==> config.mk <==
export PLATFORM = sky130hd
export DESIGN_NAME = s3_twiddle_combiner
export DESIGN_NICKNAME = d
export VERILOG_FILES = /design/src/rtl/s3_twiddle_combiner.sv
export SDC_FILE = /design/constraint.sdc
export NUM_CORES = 1
export LEC_CHECK = 0
export CAP_MARGIN = 10
export CELL_PAD_IN_SITES_DETAIL_PLACEMENT = 1
export CELL_PAD_IN_SITES_GLOBAL_PLACEMENT = 1
export CORE_ASPECT_RATIO = 1.25
export CORE_MARGIN = 5
export CORE_UTILIZATION = 34
export DETAILED_ROUTE_END_ITERATION = 8
export GPL_TIMING_DRIVEN = 0
export PLACE_DENSITY_LB_ADDON = 0.1
export SLEW_MARGIN = 20
export SYNTH_ARGS = -nofsm -noshare
export SYNTH_HDL_FRONTEND = slang
export SYNTH_SLANG_ARGS = --single-unit
==> constraint.sdc <==
create_clock -name clk -period 2.7 [get_ports clk]
set_input_delay 0.81 -clock clk [delete_from_list [all_inputs] [get_ports clk]]
set_output_delay 0.81 -clock clk [all_outputs]
set_load 0.1 [all_outputs]
==> src/rtl/s3_twiddle_combiner.sv <==
`default_nettype none
// ============================================================================
//  Module   : s3_twiddle_combiner
//  Purpose  : Stage-3 twiddle combiner of the 8-point SDF FFT datapath.
//             Forms (ac-bd) + j(ad+bc) from four s2.24 partial products,
//             rounds half-up by FRAC_SHIFT bits and saturates to s0.13.
//             Also tags frame boundaries and counts saturated samples.
//             Fixed 2-cycle pipeline, one sample per cycle, no backpressure.
//  Ports    : clk, rst_n (async, active low)
//             in_valid, in_stage, in_rr/in_ii/in_ri/in_ir (partial products)
//             sat_clr (synchronous clear of sat_count)
//             out_valid, out_real, out_imag, out_stage, out_sat, out_last,
//             sat_count
//  Revision : 1.0  initial release
// ============================================================================
module s3_twiddle_combiner #(
    parameter int IN_W       = 27,
    parameter int OUT_W      = 14,
    parameter int FRAC_SHIFT = 11,
    parameter int FRAME_LEN  = 8,
    parameter int CNT_W      = 8
) (
    input  logic             clk,
    input  logic             rst_n,
    input  logic             in_valid,
    input  logic             in_stage,
    input  logic [IN_W-1:0]  in_rr,
    input  logic [IN_W-1:0]  in_ii,
    input  logic [IN_W-1:0]  in_ri,
    input  logic [IN_W-1:0]  in_ir,
    input  logic             sat_clr,
    output logic             out_valid,
    output logic [OUT_W-1:0] out_real,
    output logic [OUT_W-1:0] out_imag,
    output logic             out_stage,
    output logic             out_sat,
    output logic             out_last,
    output logic [CNT_W-1:0] sat_count
);

    localparam int c_SUM_W = IN_W + 1;   // a difference/sum of two IN_W values never overflows
    localparam int c_RND_W = IN_W + 2;   // rounding add is done one bit wider still
    localparam int c_IDX_W = (FRAME_LEN > 1) ? $clog2(FRAME_LEN) : 1;

    localparam logic signed [c_RND_W-1:0] c_HALF = c_RND_W'(2 ** (FRAC_SHIFT - 1));
    localparam logic signed [c_RND_W-1:0] c_MAX  = c_RND_W'(2 ** (OUT_W - 1) - 1);
    localparam logic signed [c_RND_W-1:0] c_MIN  = c_RND_W'(-(2 ** (OUT_W - 1)));
    localparam logic [c_IDX_W-1:0]        c_LAST_IDX = c_IDX_W'(FRAME_LEN - 1);
    localparam logic [CNT_W-1:0]          c_CNT_MAX  = '1;

    // ---------------- stage 1 ----------------
    logic                      r_v1;
    logic                      r_stage1;
    logic signed [c_SUM_W-1:0] r_sum_re;
    logic signed [c_SUM_W-1:0] r_sum_im;

    always_ff @(posedge clk or negedge rst_n) begin
        if (!rst_n) begin
            r_v1     <= 1'b0;
            r_stage1 <= 1'b0;
            r_sum_re <= '0;
            r_sum_im <= '0;
        end else begin
            r_v1 <= in_valid;
            if (in_valid) begin
                r_stage1 <= in_stage;
                r_sum_re <= $signed({in_rr[IN_W-1], in_rr}) - $signed({in_ii[IN_W-1], in_ii});
                r_sum_im <= $signed({in_ri[IN_W-1], in_ri}) + $signed({in_ir[IN_W-1], in_ir});
            end
        end
    end

    // ---------------- stage 2: round half-up, then clip ----------------
    logic signed [c_RND_W-1:0] w_rnd_re;
    logic signed [c_RND_W-1:0] w_rnd_im;
    logic signed [c_RND_W-1:0] w_sh_re;
    logic signed [c_RND_W-1:0] w_sh_im;
    logic                      w_hi_re, w_lo_re, w_hi_im, w_lo_im;
    logic [OUT_W-1:0]          w_out_re;
    logic [OUT_W-1:0]          w_out_im;
    logic                      w_sat;

    always_comb begin
        w_rnd_re = $signed({r_sum_re[c_SUM_W-1], r_sum_re}) + c_HALF;
        w_rnd_im = $signed({r_sum_im[c_SUM_W-1], r_sum_im}) + c_HALF;
        w_sh_re  = w_rnd_re >>> FRAC_SHIFT;
        w_sh_im  = w_rnd_im >>> FRAC_SHIFT;
        w_hi_re  = (w_sh_re > c_MAX);
        w_lo_re  = (w_sh_re < c_MIN);
        w_hi_im  = (w_sh_im > c_MAX);
        w_lo_im  = (w_sh_im < c_MIN);
        w_out_re = w_hi_re ? c_MAX[OUT_W-1:0] : (w_lo_re ? c_MIN[OUT_W-1:0] : w_sh_re[OUT_W-1:0]);
        w_out_im = w_hi_im ? c_MAX[OUT_W-1:0] : (w_lo_im ? c_MIN[OUT_W-1:0] : w_sh_im[OUT_W-1:0]);
        w_sat    = w_hi_re | w_lo_re | w_hi_im | w_lo_im;
    end

    logic                r_valid;
    logic [OUT_W-1:0]    r_real;
    logic [OUT_W-1:0]    r_imag;
    logic                r_stage;
    logic                r_sat;
    logic                r_last;
    logic [c_IDX_W-1:0]  r_idx;
    logic [CNT_W-1:0]    r_cnt;

    // The frame index and saturation counter advance together with the
    // sample being registered, so out_last and sat_count line up with it.
    always_ff @(posedge clk or negedge rst_n) begin
        if (!rst_n) begin
            r_valid <= 1'b0;
            r_real  <= '0;
            r_imag  <= '0;
            r_stage <= 1'b0;
            r_sat   <= 1'b0;
            r_last  <= 1'b0;
            r_idx   <= '0;
            r_cnt   <= '0;
        end else begin
            r_valid <= r_v1;
            r_last  <= r_v1 && (r_idx == c_LAST_IDX);
            if (r_v1) begin
                r_real  <= w_out_re;
                r_imag  <= w_out_im;
                r_stage <= r_stage1;
                r_sat   <= w_sat;
                r_idx   <= (r_idx == c_LAST_IDX) ? '0 : r_idx + 1'b1;
            end
            if (sat_clr) begin
                r_cnt <= '0;
            end else if (r_v1 && w_sat && (r_cnt != c_CNT_MAX)) begin
                r_cnt <= r_cnt + 1'b1;
            end
        end
    end

    assign out_valid = r_valid;
    assign out_real  = r_real;
    assign out_imag  = r_imag;
    assign out_stage = r_stage;
    assign out_sat   = r_sat;
    assign out_last  = r_last;
    assign sat_count = r_cnt;

endmodule
`default_nettype wire

== After elaboration in Yosys (flattened, before gate mapping) ==
Index checks and enable logic that the tools add are counted.
Word-level totals
  output and inout bits: 40
  word-level logic and storage cells: 38
  register bits: 101
  input bits: 113
Operators by class
  $lt $le $gt $ge: 4
  bitwise gates (word level): 3
  mux-type cells: 7
  reductions and logical operators: 4
  add/subtract/negate cells: 6
  eq/ne operators: 2
Operators by type and width (count)
  $add 28x12->29 const B: 2
  $mux 14: 4
  $gt 18x14->1 const B: 2
  $lt 18x14->1 const B: 2
  $add 27x27->28: 1
  $sub 27x27->28: 1
  $mux 8: 2
  $add 8x1->8 const B: 1
  $ne 8x8->1 const B: 1
  $add 3x1->3 const B: 1
  $eq 3x3->1 const B: 1
  $logic_and 1x1->1: 3
  $mux 3: 1
  $or 1x1->1: 3
  $reduce_bool 2->1: 1

== Longest topological paths before layout ==
  depth after elaboration: 9
  gate-level depth with buffers: 10

== Least setup slack after synthesis ==
No wires, ideal clock.
  path type: input -> register
  start point: input in_ri[9]
  end point: register r_sum_im[27]
  setup time: 0.126 ns
  data arrival time: 2.882 ns
  slack: -0.308 ns
  path buffers: 0
  cell stages on the path: 9
  path through: ha_1 nand4_1 a211oi_1 a21oi_1 a211oi_1 o21ai_0 a311oi_1 nor4_1 a221o_1
Between the ends
  longest elaborated chain between the ends: 1
Ends and longest elaborated chain
  start, declared: RTL line 29  | input logic [IN_W-1:0] in_ri,
  $add 27x27->28: RTL line 68  | r_sum_im <= $signed({in_ri[IN_W-1], in_ri}) + $signed({in_ir[IN_W-1], in_ir});
  end signal, assigned: RTL line 68
  end, declared: RTL line 55  | logic signed [c_SUM_W-1:0] r_sum_im;
No other way between the ends.
A chain may end at the register's enable or synchronous reset.

== Worst setup path in the final report ==
  start point: register r_sum_re[16]
  end point: register r_cnt[6] (netlist: sat_count[6])
Between the ends
  longest elaborated chain between the ends: 8
  elaborated cells on any way between the ends: 9
  classes of those cells: 1 x add/sub; 2 x order compare; 3 x bitwise; 3 x reduce/logical
Ends and longest elaborated chain
  start, declared: RTL line 54  | logic signed [c_SUM_W-1:0] r_sum_re;
  start signal, assigned: RTL line 67  | r_sum_re <= $signed({in_rr[IN_W-1], in_rr}) - $signed({in_ii[IN_W-1], in_ii});
  $add 28x12->29 (*): RTL line 84  | w_rnd_re = $signed({r_sum_re[c_SUM_W-1], r_sum_re}) + c_HALF;
  $gt 18x14->1 / $lt 18x14->1 (equally long branches): RTL line 88, 89
  $or 1x1->1 (*) (3 in series): RTL line 94  | w_sat = w_hi_re | w_lo_re | w_hi_im | w_lo_im;
  $logic_and 1x1->1 (*) (2 in series): RTL line 130  | end else if (r_v1 && w_sat && (r_cnt != c_CNT_MAX)) begin
  $reduce_bool 2->1 (no source line) (*)
  end signal, assigned: RTL line 131  | r_cnt <= r_cnt + 1'b1;
  end, declared: RTL line 104  | logic [CNT_W-1:0] r_cnt;
Every way passes the cells marked *; elsewhere a longest branch is shown, timed or not.

==> metrics.cfg <==
[detailed_routing]
ant_nets = 0
drt-total-wl_mm = 18.8
drt-pass1-iter-count = 4
route.vias.total = 5628
route.detailed.drc = 0
wl_per_cell_um = 17.6
via_per_inst = 5.27
drtIter0Drc = 158

[grt]
antenna_found_initial = 0
grt_pass1_vias = 6083
grt_usage_pct = 18.0
grt_pass1_wl_mm = 29.8
grt_remaining_overflow = 0
grt_max_degree = 45

[outcome]
outcome = complete, but fails checks
violations = negative setup slack

[synthesis]
avgSynthCellArea_um2 = 9.37
syn-num-nets = 797
yosysSeqAreaShare_pct = 34.5
ys_ff_latch = 81
yosysWarnings = 0
syn_area_mm2 = 0.00588
async_flop_share_pct = 100
syn_inst = 627
synthFlopType = dfrtp_1
synth_edf_count = 0
yosysUniqueCellTypes = 65

[timing]
tightest_slew_ps = 1050
finalCritPeriodShare_pct = 102
setup_viol = 5
timing.final.hold_violations = 0
layout_min_cycle_time_ps = 2750
max_freq_ghz = 0.364
fin_skew_ps = 6.04
timing.final.ws_setup_ps = -50.5
rsz0062_at_grt = true
report.final.slew_viol_count = 0
slew-limit-headroom_pct = 29.0

[finish]
diodes = 0
num-fill-cells = 1899
multiInputGateArea_mm2 = 0.00427
final_nets = 1013
drive_gt1_share_pct = 29.1
stdcell_area_mm2 = 0.00899
final_util_pct = 53.2
stdcell_count = 1068
areaGrowthSynthToFinish_pct = 53.1
regArea_mm2 = 0.00204

[flow_run]
maxCapViolCount = 0

[placement]
placed_area_mm2 = 0.00773
dp_hpwl_mm = 14.0
dp_cells = 999
place.gp.congestion = 0.823
port_buffers = 151

[setup_path]
end_kind = flop
crit_type = flop to flop
cp.arrival_ps = 2970
max_stage_delay_ps = 560
path_cells = nand3_4 > or4_4 > or3_4 > a211oi_4 > o2111a_4 > nor2_4 > nand4_1 > mux2_4
crit_family = simple AND/OR/NAND/NOR gates
start_kind = flop
required_ps = 2920
crit_fanout = 4
critPathSlowestCell = or4_4
cp_num_buf_inv = 0

[clocking]
htreeDepth = 3
clkLatencyLatePin_ps = 330
cts_root_buf = clkbuf_16
cts_sinks = 81
holdBufCountCts = 0
numCtsBuffers = 9
cts_tree = built
cts_buffer_depth = 2
path_clk_slew_ps = 60

[power_and_ir_drop]
worst_ir_drop_vdd_uv = 332
power_density_mw_per_mm2 = 653
leakagePower_nw = 3.88

[die]
core_mm2 = 0.0169
rows = 53
dieArea_mm2 = 0.0200
die_h_um = 157
num_io_pins = 153
start_util_pct = 34.8
die_w_um = 128

[min_path]
hold_path_class = flop to flop

==> power breakdown <==
group          leakage [nW]  internal (mW)  switching, mW
sequential            0.932           1.50          0.281
combinational          2.81           1.08           1.78
clock                 0.141          0.743          0.497
==> timing repair <==
| item | 4_1_cts | 5_1_grt |
|---|---|---|
| resized for setup | 176 | 95 |
| setup buffers | 29 | 26 |
| setup endpoints to repair | 49 | 37 |
| endpoints found under the hold margin | 0 | 0 |
| pin swaps | 64 | 63 |
==> routing by layer <==
| metal | vias to the layer above | track usage [%] | routed length, um |
|---|---|---|---|
| met5 | - | 0 | 0 |
| met3 | 16 | 3.87 | 1020 |
| li1 | 2736 | - | - |
| met2 | 134 | 33.1 | 9670 |
| met1 | 2742 | 21.3 | 7800 |
| met4 | 0 | 4.65 | 280 |
==> path summary, 6_finish.rpt <==
kind	startpoint	to	slack, ps	cells past startpoint
setup / recovery	r_sum_re[16]	sat_count[6]	-50	8
hold / removal	r_v1	out_valid	370	0
setup reg to reg	r_sum_re[16]	sat_count[6]	-50	8
hold reg to reg	r_v1	out_valid	370	0
max in group asynchronous	rst_n	r_sum_re[12]	1650	2
min in group asynchronous	rst_n	out_imag[9]	440	1
==> Yosys cell counts, types with 8 or more instances <==
master | count | share of area, %
a21o_1 | 11 | 1.4
dfrtp_1 | 81 | 34
o21ai_0 | 13 | 1.1
clkbuf_1 | 15 | 0.96
xnor2_1 | 24 | 3.6
o21a_1 | 27 | 3.4
o211ai_1 | 24 | 3.1
nor3_1 | 10 | 0.85
ha_1 | 57 | 12
nor2_1 | 39 | 2.5
nand4_1 | 16 | 1.7
a21oi_1 | 28 | 2.4
a211oi_1 | 8 | 1.0
and2_1 | 10 | 1.1
xor2_1 | 27 | 4.0
inv_1 | 42 | 2.7
nand3_1 | 30 | 2.6
and3_1 | 9 | 0.96
nand2_1 | 41 | 2.6
mux2_2 | 26 | 5.0
==> cells by family after synthesis <==
kind of cell | count (synthesis) | share of synthesized area, %
compound gates | 155 | 19.2
xor+xnor | 51 | 7.60
fa+ha+maj | 57 | 12.1
buf+inv | 63 | 4.11
flops | 81 | 34.5
mux | 30 | 5.71
simple gates | 190 | 16.8
==> area by class of cell <==
cell class / instances / share of cell area [%]
buffer: 20 / 0.890
clock buffer: 10 / 2.66
clock inverter: 6 / 0.737
inverter: 42 / 1.78
multi-input combinational: 483 / 47.4
sequential: 81 / 22.7
tap: 220 / 3.06
timing repair buffer: 206 / 20.8
==> layout by cell type, fill, tap and decap left out, types with 6 or more instances in the layout <==
cell type	n
buf_2	6
nand4_1	16
buf_4	54
and3_1	7
a21oi_2	12
nand3_1	25
dfrtp_2	10
inv_1	32
buf_6	10
xor2_1	27
mux2_2	24
ha_2	7
dlymetal6s2s_1	17
o211ai_1	24
o21ai_2	6
a21o_1	10
inv_2	9
ha_1	24
clkbuf_16	9
o21a_1	27
dlygate4sd2_1	26
nor3_1	8
and2_1	10
clkbuf_2	16
clkbuf_1	14
dfrtp_1	71
clkdlybuf4s50_1	75
nor2_1	39
ha_4	26
nand2_1	39
a21oi_1	16
xnor2_1	24
==> registers in the layout (all words and copies together), names as in the netlist <==
signal     flops
out_valid      1
r_v1           1
out_real      14
out_last       1
sat_count      8
r_idx          3
r_sum_im      18
out_imag      14
r_stage1       1
out_stage      1
out_sat        1
r_sum_re      18
==> through the flow <==
stage          hold WS (ps)  setup TNS [ps]  setup slack (ps)  power, mW
2_1_floorplan           349           -19.8             -19.8       3.54
3_3_place_gp            356         -181100             -2030       4.24
3_5_place_dp            361          -19700              -772       4.33
4_1_cts                 370           -61.2             -41.4       5.73
5_1_grt                 381            -777              -132       6.18
6_report                369           -94.6             -50.5       5.88
==> worst reg2reg max path, stage by stage, from the launching register on <==
cell	delay, ps
dfrtp_2	440
nand3_4	100
or4_4	560
or3_4	400
a211oi_4	300
o2111a_4	310
nor2_4	50
nand4_1	170
mux2_4	310
(Power assumes the default switching activity.)
